==> config.mk <==
export PLATFORM = sky130hd
export DESIGN_NAME = mc_control_fsm
export DESIGN_NICKNAME = d
export VERILOG_FILES = /design/src/rtl/mc_control_fsm.sv
export SDC_FILE = /design/constraint.sdc
export NUM_CORES = 1
export LEC_CHECK = 0
export BUFFER_PORTS_ARGS = -buffer_cell sky130_fd_sc_hd__buf_2
export CAP_MARGIN = 30
export CORE_MARGIN = 2
export CORE_UTILIZATION = 53
export DETAILED_ROUTE_END_ITERATION = 12
export PLACE_DENSITY_LB_ADDON = 0.3
export SLEW_MARGIN = 20
export SYNTH_ARGS = -nofsm -noshare
export SYNTH_HDL_FRONTEND = slang
export SYNTH_SLANG_ARGS = --single-unit
==> constraint.sdc <==
create_clock -name clk -period 2.4 [get_ports clk]
set_input_delay 0.24 -clock clk [delete_from_list [all_inputs] [get_ports clk]]
set_output_delay 0.24 -clock clk [all_outputs]
set_load 0.03 [all_outputs]
==> src/rtl/mc_control_fsm.sv <==
// mc_control_fsm: multi-cycle control unit for an RV32I-subset CPU.
// Consumes decoded instruction fields plus the ALU zero flag and drives
// every datapath enable/select, one state per cycle. Also keeps free-running
// cycle and retired-instruction counters.
//
// Ports:
//   clk, rst_n            clock (rising edge), synchronous active-low reset
//   opcode/funct3/funct7_5 instruction fields from IR
//   zero, mem_ready       ALU zero flag, data memory completion
//   pc_write, pc_src      PC enable and source (0 ALU result, 1 ALUOut)
//   ir_write              IR / old_pc latch enable
//   reg_write, wb_sel     register file write enable and writeback source
//   mem_read, mem_write   data memory requests
//   alu_src_a/b, alu_ctrl ALU operand selects and operation
//   branch, halted, state status of the FSM
//   cycle_cnt, instr_cnt  cycles since reset (excl. HALT), retired count
module mc_control_fsm #(
    parameter int unsigned CNT_W           = 32,
    parameter bit          HALT_ON_ILLEGAL = 1'b1
) (
    input  logic             clk,
    input  logic             rst_n,
    input  logic [6:0]       opcode,
    input  logic [2:0]       funct3,
    input  logic             funct7_5,
    input  logic             zero,
    input  logic             mem_ready,
    output logic             pc_write,
    output logic             pc_src,
    output logic             ir_write,
    output logic             reg_write,
    output logic             mem_read,
    output logic             mem_write,
    output logic [1:0]       alu_src_a,
    output logic [1:0]       alu_src_b,
    output logic [3:0]       alu_ctrl,
    output logic [1:0]       wb_sel,
    output logic             branch,
    output logic [3:0]       state,
    output logic             halted,
    output logic [CNT_W-1:0] cycle_cnt,
    output logic [CNT_W-1:0] instr_cnt
);

    typedef enum logic [3:0] {
        S_IF      = 4'd0,
        S_ID      = 4'd1,
        S_EX_R    = 4'd2,
        S_EX_I    = 4'd3,
        S_EX_ADDR = 4'd4,
        S_MEM_LD  = 4'd5,
        S_MEM_ST  = 4'd6,
        S_WB_ALU  = 4'd7,
        S_WB_LD   = 4'd8,
        S_EX_BR   = 4'd9,
        S_EX_JAL  = 4'd10,
        S_HALT    = 4'd11
    } state_t;

    localparam logic [6:0] OP_R    = 7'b0110011;
    localparam logic [6:0] OP_I    = 7'b0010011;
    localparam logic [6:0] OP_LD   = 7'b0000011;
    localparam logic [6:0] OP_ST   = 7'b0100011;
    localparam logic [6:0] OP_BR   = 7'b1100011;
    localparam logic [6:0] OP_JAL  = 7'b1101111;

    localparam logic [3:0] ALU_ADD  = 4'd0;
    localparam logic [3:0] ALU_SUB  = 4'd1;
    localparam logic [3:0] ALU_AND  = 4'd2;
    localparam logic [3:0] ALU_OR   = 4'd3;
    localparam logic [3:0] ALU_XOR  = 4'd4;
    localparam logic [3:0] ALU_SLL  = 4'd5;
    localparam logic [3:0] ALU_SRL  = 4'd6;
    localparam logic [3:0] ALU_SRA  = 4'd7;
    localparam logic [3:0] ALU_SLT  = 4'd8;
    localparam logic [3:0] ALU_SLTU = 4'd9;

    state_t state_q;
    state_t state_d;
    logic   retire;
    logic   is_r_type;
    logic [3:0] alu_fn;

    // funct3 -> ALU op; funct7_5 only qualifies 000 for R-type (SUB)
    // and 101 for both R and I (SRA).
    always_comb begin
        alu_fn = ALU_ADD;
        case (funct3)
            3'b000:  alu_fn = (is_r_type && funct7_5) ? ALU_SUB : ALU_ADD;
            3'b001:  alu_fn = ALU_SLL;
            3'b010:  alu_fn = ALU_SLT;
            3'b011:  alu_fn = ALU_SLTU;
            3'b100:  alu_fn = ALU_XOR;
            3'b101:  alu_fn = funct7_5 ? ALU_SRA : ALU_SRL;
            3'b110:  alu_fn = ALU_OR;
            default: alu_fn = ALU_AND;
        endcase
    end

    assign is_r_type = (state_q == S_EX_R);

    always_ff @(posedge clk) begin
        if (!rst_n) begin
            state_q   <= S_IF;
            cycle_cnt <= '0;
            instr_cnt <= '0;
        end else begin
            state_q <= state_d;
            if (state_q != S_HALT) begin
                cycle_cnt <= cycle_cnt + CNT_W'(1);
            end
            if (retire) begin
                instr_cnt <= instr_cnt + CNT_W'(1);
            end
        end
    end

    always_comb begin
        state_d   = S_IF;
        retire    = 1'b0;
        pc_write  = 1'b0;
        pc_src    = 1'b0;
        ir_write  = 1'b0;
        reg_write = 1'b0;
        mem_read  = 1'b0;
        mem_write = 1'b0;
        alu_src_a = 2'd0;
        alu_src_b = 2'd0;
        alu_ctrl  = ALU_ADD;
        wb_sel    = 2'd0;
        branch    = 1'b0;
        halted    = 1'b0;

        case (state_q)
            S_IF: begin
                ir_write  = 1'b1;
                pc_write  = 1'b1;
                alu_src_b = 2'd2;
                state_d   = S_ID;
            end
            S_ID: begin
                alu_src_a = 2'd2;
                alu_src_b = 2'd1;
                case (opcode)
                    OP_R:         state_d = S_EX_R;
                    OP_I:         state_d = S_EX_I;
                    OP_LD, OP_ST: state_d = S_EX_ADDR;
                    OP_BR:        state_d = S_EX_BR;
                    OP_JAL:       state_d = S_EX_JAL;
                    default: begin
                        if (HALT_ON_ILLEGAL) begin
                            state_d = S_HALT;
                        end else begin
                            state_d = S_IF;
                            retire  = 1'b1;
                        end
                    end
                endcase
            end
            S_EX_R: begin
                alu_src_a = 2'd1;
                alu_ctrl  = alu_fn;
                state_d   = S_WB_ALU;
            end
            S_EX_I: begin
                alu_src_a = 2'd1;
                alu_src_b = 2'd1;
                alu_ctrl  = alu_fn;
                state_d   = S_WB_ALU;
            end
            S_EX_ADDR: begin
                alu_src_a = 2'd1;
                alu_src_b = 2'd1;
                state_d   = (opcode == OP_ST) ? S_MEM_ST : S_MEM_LD;
            end
            S_MEM_LD: begin
                mem_read = 1'b1;
                state_d  = mem_ready ? S_WB_LD : S_MEM_LD;
            end
            S_MEM_ST: begin
                mem_write = 1'b1;
                state_d   = mem_ready ? S_IF : S_MEM_ST;
                retire    = mem_ready;
            end
            S_WB_ALU: begin
                reg_write = 1'b1;
                retire    = 1'b1;
            end
            S_WB_LD: begin
                reg_write = 1'b1;
                wb_sel    = 2'd1;
                retire    = 1'b1;
            end
            S_EX_BR: begin
                branch    = 1'b1;
                alu_src_a = 2'd1;
                alu_ctrl  = ALU_SUB;
                pc_src    = 1'b1;
                // BEQ (funct3[0]=0) takes on zero, BNE on !zero
                pc_write  = zero ^ funct3[0];
                retire    = 1'b1;
            end
            S_EX_JAL: begin
                reg_write = 1'b1;
                wb_sel    = 2'd2;
                pc_write  = 1'b1;
                pc_src    = 1'b1;
                retire    = 1'b1;
            end
            S_HALT: begin
                halted  = 1'b1;
                state_d = S_HALT;
            end
            default: state_d = S_IF;
        endcase
    end

    assign state = state_q;

endmodule

== Word-level counts from Yosys, hierarchy flattened ==
Cells that the tools add are included.
Widths: inputs -> output; s select.

* Reductions and logical operators: 11
* Equality and inequality tests: 24
* Bitwise logic cells: 1
* Muxes and demuxes: 21
* Add/subtract/negate cells: 2

{| class="wikitable"
|+ Operator list
! cell !! count
|-
| $add 32x1->32 const B || 2
|-
| $pmux 4 s7 || 2
|-
| $pmux 4 s5 || 1
|-
| $eq 4x3->1 const B || 4
|-
| $eq 4x4->1 const B || 4
|-
| $eq 7x6->1 const B || 2
|-
| $eq 7x7->1 const B || 2
|-
| $pmux 2 s2 || 3
|-
| $eq 3x3->1 const B || 3
|-
| $mux 1 || 9
|-
| $eq 4x2->1 const B || 2
|-
| $pmux 4 s2 || 1
|-
| $reduce_or 2->1 || 4
|-
| $reduce_or 4->1 || 2
|-
| $eq 7x2->1 const B || 1
|-
| $eq 7x5->1 const B || 1
|-
| $eq 3x2->1 const B || 2
|-
| $reduce_or 3->1 || 2
|-
| $eq 4x1->1 const B || 1
|-
| $logic_not 4->1 || 1
|-
| $mux 4 || 1
|-
| $ne 4x4->1 const B || 1
|-
| $pmux 1 s2 || 2
|-
| $eq 3x1->1 const B || 1
|-
| 5 further kinds || 5
|}

* Bits in registers: 68
* Word-level logic and storage cells: 62

== Logic depth before layout (Yosys ltp) ==
Gate-level depths: netlist (run 1).

* Depth in word-level cells: 5
* Gate-level depth with buffers: 7

== Worst setup path before layout (run 1) ==
OpenSTA, ideal clock, no wires.

* Path type: register -> output
* From: register state_q[1] (netlist: state[1])
* To: output port alu_src_b[1]
* Setup slack: -0.079 ns
* Cell stages (with the launch flop): 5
* Data required time: 2.160 ns
* Arrival: 2.239 ns
* Cell sequence: dfxtp_1 > clkbuf_1 > clkbuf_1 > nor4_1 > buf_4

* Longest elaborated chain between the ends: 3
* Elaborated cells on any way between the ends: 6
* Those cells by class: eq/ne: 3; mux: 1; reduce/logical: 2

{| class="wikitable"
|+ RTL lines
! item !! RTL line !! text
|-
| from (decl) || 78 || <nowiki>state_t state_q;</nowiki>
|-
| from (signal assigned) || 108 || <nowiki>state_q <= state_d;</nowiki>
|-
| $eq 4x1->1, or another cell as far along || 134 || <nowiki>case (state_q)</nowiki>
|-
| $reduce_or 3->1 (no line) || n/a ||
|-
| $pmux 2 s2 * || 134 ||
|-
| to (decl) || 35 || <nowiki>output logic [1:0] alu_src_b,</nowiki>
|}

Every way passes the cells marked *; elsewhere a longest branch is shown, timed or not.

== Final worst setup path (run 1) ==
* From: register state_q[1] (netlist: state[1])
* To: output port pc_write

* Longest elaborated chain between the ends: 3
* Elaborated cells on any way between the ends: 5
* Those cells by class: eq/ne: 2; mux: 1; reduce/logical: 2

{| class="wikitable"
|+ RTL lines
! item !! RTL line !! text
|-
| $eq 4x4->1 or $logic_not 4->1 (tied branches) || 134 ||
|-
| $reduce_or 2->1 (no line) || n/a ||
|-
| $pmux 1 s2 * || 134 ||
|-
| to (decl) || 28 || <nowiki>output logic pc_write,</nowiki>
|}

Marks and branches as above.

==> flow_summary_export.csv, run 1 <==
group,metric,value,unit
synth,ys_top_cells_by_area,"dfxtp_1, a21oi_1, o31ai_1",
synth,yosysMostFrequentCell,"dfxtp_1",
setup_path,crit_type,"reg2out",
synth,syn_inst,479,
synth,yosysTopAreaCell,"dfxtp_1",
final_layout,antennaDiodeCount,0,
detailed_routing,ant_nets,0,
setup_path,critPathCapture,"pc_write",
setup_path,slowest_delay,490,ps
global_route,grt_pass1_wl,16000,um
detailed_routing,drc,0,
worst_hold_path,hp-class,"in2reg",
die,placementRows,31,
clocking,cts_tree,"yes",
clocking,clock_path_buffers,2,
final_layout,nets,588,
setup_path,path_cells,"buf_4 > nand2b_1 > nor2_1 > a32o_1 > nor2b_1 > buf_2",
synth,synth_nets,496,
pwr,ir_drop,1020,uV
timing,worst_slack,183,ps
synth,yosysUniqueCellTypes,57,
die,die_area,0.00803,sq mm
detailed_routing,wirelength,10100,um
global_route,antenna_found_initial,0,
timing,relSlewSlack,64.6,%
synth,async_flop_share,0,%
clocking,numCtsBuffers,9,
setup_path,critPathTopFamily,"simple AND/OR/NAND/NOR gates",
clocking,post_cts_buffers,0,
timing,timing_worst_slew_pin_value,517,ps
die,die_x,89.6,um
detailed_routing,firstDrtPassIters,5,
timing,fin_skew,9.29,ps
setup_path,crit_required,2160,ps
synth,ys_seq_elements,68,
outcome,status,"finished clean",
final_layout,syn_to_final_growth,20.5,%
die,io_pins,101,
timing,layout_worst_path_cycle_share,92.4,%
synth,synth_edf_count,0,
setup_path,crit_path_top_delay_cell,"dfxtp_1",
die,initial_core_util,54.1,%
setup_path,ff2ff_path_depth,4,
synth,synth-main-ff-cell,"dfxtp_1",
synth,synth_area,0.00388,sq mm
global_route,track_usage,24.9,%
global_route,gr-total-overflow,0,
final_layout,final_cell_count_no_fill,675,
clocking,ctsHoldBuffers,0,
setup_path,end_kind,"output pin",
pwr,p_leak,0.00175,uW
timing,setup_viol,0,
placed_design,gp_congestion,0.910,
global_route,grt_start_max_net_pins,52,
global_route,grt_pass1_vias,3462,
placed_design,io_buffers,100,
timing,final_hold_viol_count,0,
run,drv_cap,0,
synth,synth-seq-area-share,35.0,%
setup_path,cp.arrival,1980,ps
placed_design,dp_hpwl,7040,um
synth,postSynthAreaPerCell,8.11,sq um
final_layout,drive_gt1_share,24.5,%
detailed_routing,wl_per_cell,14.9,um
setup_path,cp_num_buf_inv,2,
clocking,ctsResizeCount,0,
setup_path,critPathLaunch,"state[1]$_SDFF_PN0_",
synth,yosys-top-cells-count,"dfxtp_1, a21oi_1, nand2_1",
clocking,clockRootBuffer,"clkbuf_8",
setup_path,path_max_fanout,14,
die,die_h,89.6,um
timing,period_minus_slack,2220,ps
detailed_routing,vias_per_cell,6.02,
detailed_routing,drt_iter0_drc,220,
placed_design,dpl.cell_count,659,
timing,rsz0062_at_grt,"no",
timing,drv_slew,0,
placed_design,post-place-ws,284,ps
setup_path,crit_cells,6,
clocking,clock_sinks,68,
pwr,p_per_area,759,mW/mm^2
clocking,clk_pin_slew,70,ps
final_layout,utilization,65.2,%
setup_path,r2r-start,"instr_cnt[4]$_SDFFE_PN0P_",
timing,timing.setup.tns,0,ps
setup_path,startpoint_type,"flip-flop",
synth,synth_top_area_share,35.0,%
synth,yosysWarnings,0,
clocking,clkLatencyLatePin,350,ps
setup_path,r2r_setup_slack,270,ps
clocking,htree_num_levels,3,
die,core,0.00718,sq mm
setup_path,worstReg2RegEnd,"instr_cnt[31]$_SDFFE_PN0P_",
timing,fmax,451,MHz
detailed_routing,num_vias,4065,
cell usage in the layout, fill, tap and decap left out, drive strengths merged, types with 4 or more instances in the layout:
master / synthesis / routed
a2111oi: 7 / 7
or4: 25 / 25
and3: 4 / 4
mux2i: 15 / 15
inv: 12 / 12
buf: 7 / 113
nand4: 18 / 18
nand2b: 21 / 21
nand2: 46 / 46
o41ai: 5 / 5
nor2b: 5 / 5
and4: 11 / 11
nor2: 24 / 24
o31ai: 24 / 24
dfxtp: 68 / 68
nor3: 5 / 5
a21oi: 47 / 47
and2: 5 / 5
o21ai: 16 / 16
nor4: 6 / 6
xor2: 6 / 6
nand3: 25 / 25
or3: 19 / 19
clkbuf: 25 / 11
clkinv: 1 / 4
power breakdown:
group	internal (uW)	switching (uW)
logic	393	855
clock network	609	442
registers	1180	76.6
worst reg2reg max path: stages, from the launching register on:
cell       delay (ps)
dfxtp_1           450
nand4_2           200
or3_1             620
a2111oi_0         560
mux2i_1           230
registers in the layout, summed over array words and instances (netlist names):
name,count
instr_cnt,32
state,4
cycle_cnt,32
area by class of cell:
type	count	area, sq um
fillers	631	2500
inverters	13	48.8
well taps	99	124
clock buffers	11	141
multi-input cells	366	2320
flip-flops and latches	68	1360
clock inverters	5	75.1
repair buffers	113	611
routing by layer:
| metal | up-vias | share of wire (%) | global-route usage [%] |
|---|---|---|---|
| li1 | 2005 | - | - |
| met1 | 1918 | 44 | 33.2 |
| met2 | 127 | 48 | 40.0 |
| met3 | 15 | 5.7 | 4.57 |
| met4 | 0 | 1.6 | 9.91 |
| met5 | - | 0 | 0 |
logic make-up (layout without fill, tap and decap cells):
logic type / after synthesis / in the layout / share of synthesized area (%)
simple gates: 218 / 218 / 31.6
flops: 68 / 68 / 35.0
fa+ha+maj: 2 / 2 / 0.644
compound gates: 121 / 121 / 21.1
buf+inv: 45 / 142 / 5.44
xor+xnor: 9 / 9 / 2.03
mux: 16 / 16 / 4.15
per-stage QoR:
step | cell area, sq um | hold slack, ps | total power [uW]
floorplan | 3890 | 426 | 2200
global placement | 4460 | 463 | 2510
global route | 4680 | 245 | 3710
detailed placement | 4460 | 476 | 2510
finish | 4680 | 226 | 3550
CTS | 4680 | 218 | 3550
worst min-delay path by stage:
stage,slack (ps),to,startpoint,cells past startpoint
after floorplan,430,state[2]$_SDFF_PN0_,opcode[4],2
after global placement,460,cycle_cnt[31]$_SDFFE_PN0N_,cycle_cnt[31]$_SDFFE_PN0N_,2
after detailed placement,480,instr_cnt[21]$_SDFFE_PN0P_,instr_cnt[21]$_SDFFE_PN0P_,2
after CTS,220,state[2]$_SDFF_PN0_,opcode[4],3
after global routing,240,state[2]$_SDFF_PN0_,opcode[4],3
final,230,state[2]$_SDFF_PN0_,opcode[4],3
No activity file was read; power rests on OpenSTA's default activity.
==> inputs of run 2 (changes only) <==
--- a/config.mk
+++ b/config.mk
@@ -8,7 +8,7 @@
 export BUFFER_PORTS_ARGS = -buffer_cell sky130_fd_sc_hd__buf_2
 export CAP_MARGIN = 30
 export CORE_MARGIN = 2
-export CORE_UTILIZATION = 53
+export CORE_UTILIZATION = 45
 export DETAILED_ROUTE_END_ITERATION = 12
 export PLACE_DENSITY_LB_ADDON = 0.3
 export SLEW_MARGIN = 20
==> flow_summary_export.csv, run 2 (same netlist as run 1, synthesis figures left out) <==
group,metric,value,unit
timing,worst_slack,223,ps
setup_path,r2r-start,"state[2]$_SDFF_PN0_",
detailed_routing,wirelength,9980,um
die,die_h,96.9,um
timing,relSlewSlack,61.7,%
setup_path,ff2ff_path_depth,4,
setup_path,crit_required,2160,ps
global_route,grt_start_max_net_pins,52,
setup_path,critPathLaunch,"state[1]$_SDFF_PN0_",
final_layout,syn_to_final_growth,19.5,%
die,initial_core_util,46.8,%
final_layout,antennaDiodeCount,0,
clocking,htree_num_levels,3,
global_route,use_met2,33.2,%
final_layout,nets,587,
clocking,ctsResizeCount,0,
placed_design,io_buffers,100,
detailed_routing,num_vias,4055,
setup_path,path_cells,"buf_4 > nand2b_1 > nor2_1 > a32o_1 > nor2b_1 > buf_2",
setup_path,crit_path_top_delay_cell,"dfxtp_1",
setup_path,end_kind,"output pin",
final_layout,final_common_cell,"buf_2",
clocking,clkLatencyLatePin,340,ps
global_route,antenna_found_initial,0,
global_route,grt_pass1_wl,17000,um
detailed_routing,drt_iter0_drc,163,
setup_path,cp_num_buf_inv,2,
timing,timing.setup.tns,0,ps
die,io_pins,101,
setup_path,r2r_setup_slack,370,ps
worst_hold_path,hp-class,"in2reg",
setup_path,path_max_fanout,17,
pwr,p_leak,0.00172,uW
pwr,ir_drop,867,uV
clocking,post_cts_buffers,0,
setup_path,cp.arrival,1940,ps
timing,fin_skew,13.2,ps
clocking,clock_sinks,68,
worst_hold_path,hp-start,"opcode[4]",
timing,rsz0062_at_grt,"no",
final_layout,drive_gt1_share,24.3,%
detailed_routing,ant_nets,0,
timing,timing_worst_slew_pin_value,561,ps
timing,fmax,459,MHz
detailed_routing,drc,0,
detailed_routing,wl_per_cell,14.7,um
detailed_routing,firstDrtPassIters,4,
outcome,status,"finished clean",
timing,setup_viol,0,
clocking,cts_tree,"yes",
placed_design,dp_hpwl,7080,um
detailed_routing,vias_per_cell,5.96,
setup_path,critPathTopFamily,"simple AND/OR/NAND/NOR gates",
global_route,gr-total-overflow,0,
pwr,p_per_area,722,mW/mm^2
timing,period_minus_slack,2180,ps
setup_path,slowest_delay,450,ps
clocking,clk_pin_slew,70,ps
placed_design,post-place-ws,386,ps
global_route,globalRouteMet3Util,3.76,%
worst_hold_path,min_to,"state[2]$_SDFF_PN0_",
setup_path,crit_type,"reg2out",
global_route,grt_pass1_vias,3552,
final_layout,final_cell_mix,"buf_2, dfxtp_1, a21oi_1, nand2_1, nand3_1",
clocking,ctsHoldBuffers,0,
run,drv_cap,0,
placed_design,gp_congestion,0.863,
clocking,clockRootBuffer,"clkbuf_8",
timing,final_hold_viol_count,0,
global_route,track_usage,20.9,%
global_route,busiest_layer,"met2",
die,core,0.00830,sq mm
die,die_x,96.9,um
worst_hold_path,holdPathStages,3,
setup_path,worstReg2RegEnd,"instr_cnt[29]$_SDFFE_PN0P_",
timing,layout_worst_path_cycle_share,90.7,%
die,placementRows,33,
timing,drv_slew,0,
global_route,grtUsageMet1,28.9,%
clocking,clock_path_buffers,2,
clocking,numCtsBuffers,9,
die,die_area,0.00939,sq mm
setup_path,startpoint_type,"flip-flop",
run 2: worst max-delay path by stage:
stage / to / cells past startpoint
2_1_floorplan: alu_ctrl[3] / 4
3_3_place_gp: instr_cnt[27]$_SDFFE_PN0P_ / 5
3_5_place_dp: instr_cnt[31]$_SDFFE_PN0P_ / 4
4_1_cts: alu_ctrl[0] / 6
5_1_grt: pc_write / 6
6_report: pc_write / 6
run 2: area by class of cell:
| class | count | area [sq um] |
|---|---|---|
| repair buffers | 112 | 603 |
| inverters | 13 | 48.8 |
| well taps | 105 | 131 |
| clock inverters | 5 | 37.5 |
| flip-flops and latches | 68 | 1360 |
| clock buffers | 11 | 141 |
| multi-input cells | 366 | 2320 |
| fillers | 814 | 3660 |
run 2: metrics by stage:
stage / instance area (sq um) / util, % / cells / hold WS, ps / total power [uW]
floorplan: 3890 / - / 479 / 426 / 2200
global placement: 4460 / 53.8 / 664 / 459 / 2510
detailed placement: 4460 / 53.8 / 664 / 462 / 2510
global route: 4640 / 55.9 / 680 / 248 / 3530
finish: 4640 / 55.9 / 680 / 226 / 3350
CTS: 4640 / 55.9 / 680 / 208 / 3370
run 2: power by group:
group	internal [uW]	leakage [uW]	switching (uW)
combinational	391	0.00108	858
sequential	1180	0.000549	70.6
clock	405	0.0000855	451
total	1970	0.00172	1380
run 2: per-layer routing:
metal  vias up  part of all wire, %
met3        11                  5.6
met5         -                    0
li1       2010                    -
met2       124                   46
met4         0                  1.2
met1      1910                   47
run 2: worst min-delay path: stages:
cell and delay [ps]:
buf_2 100, nand3b_1 110, a21oi_1 60
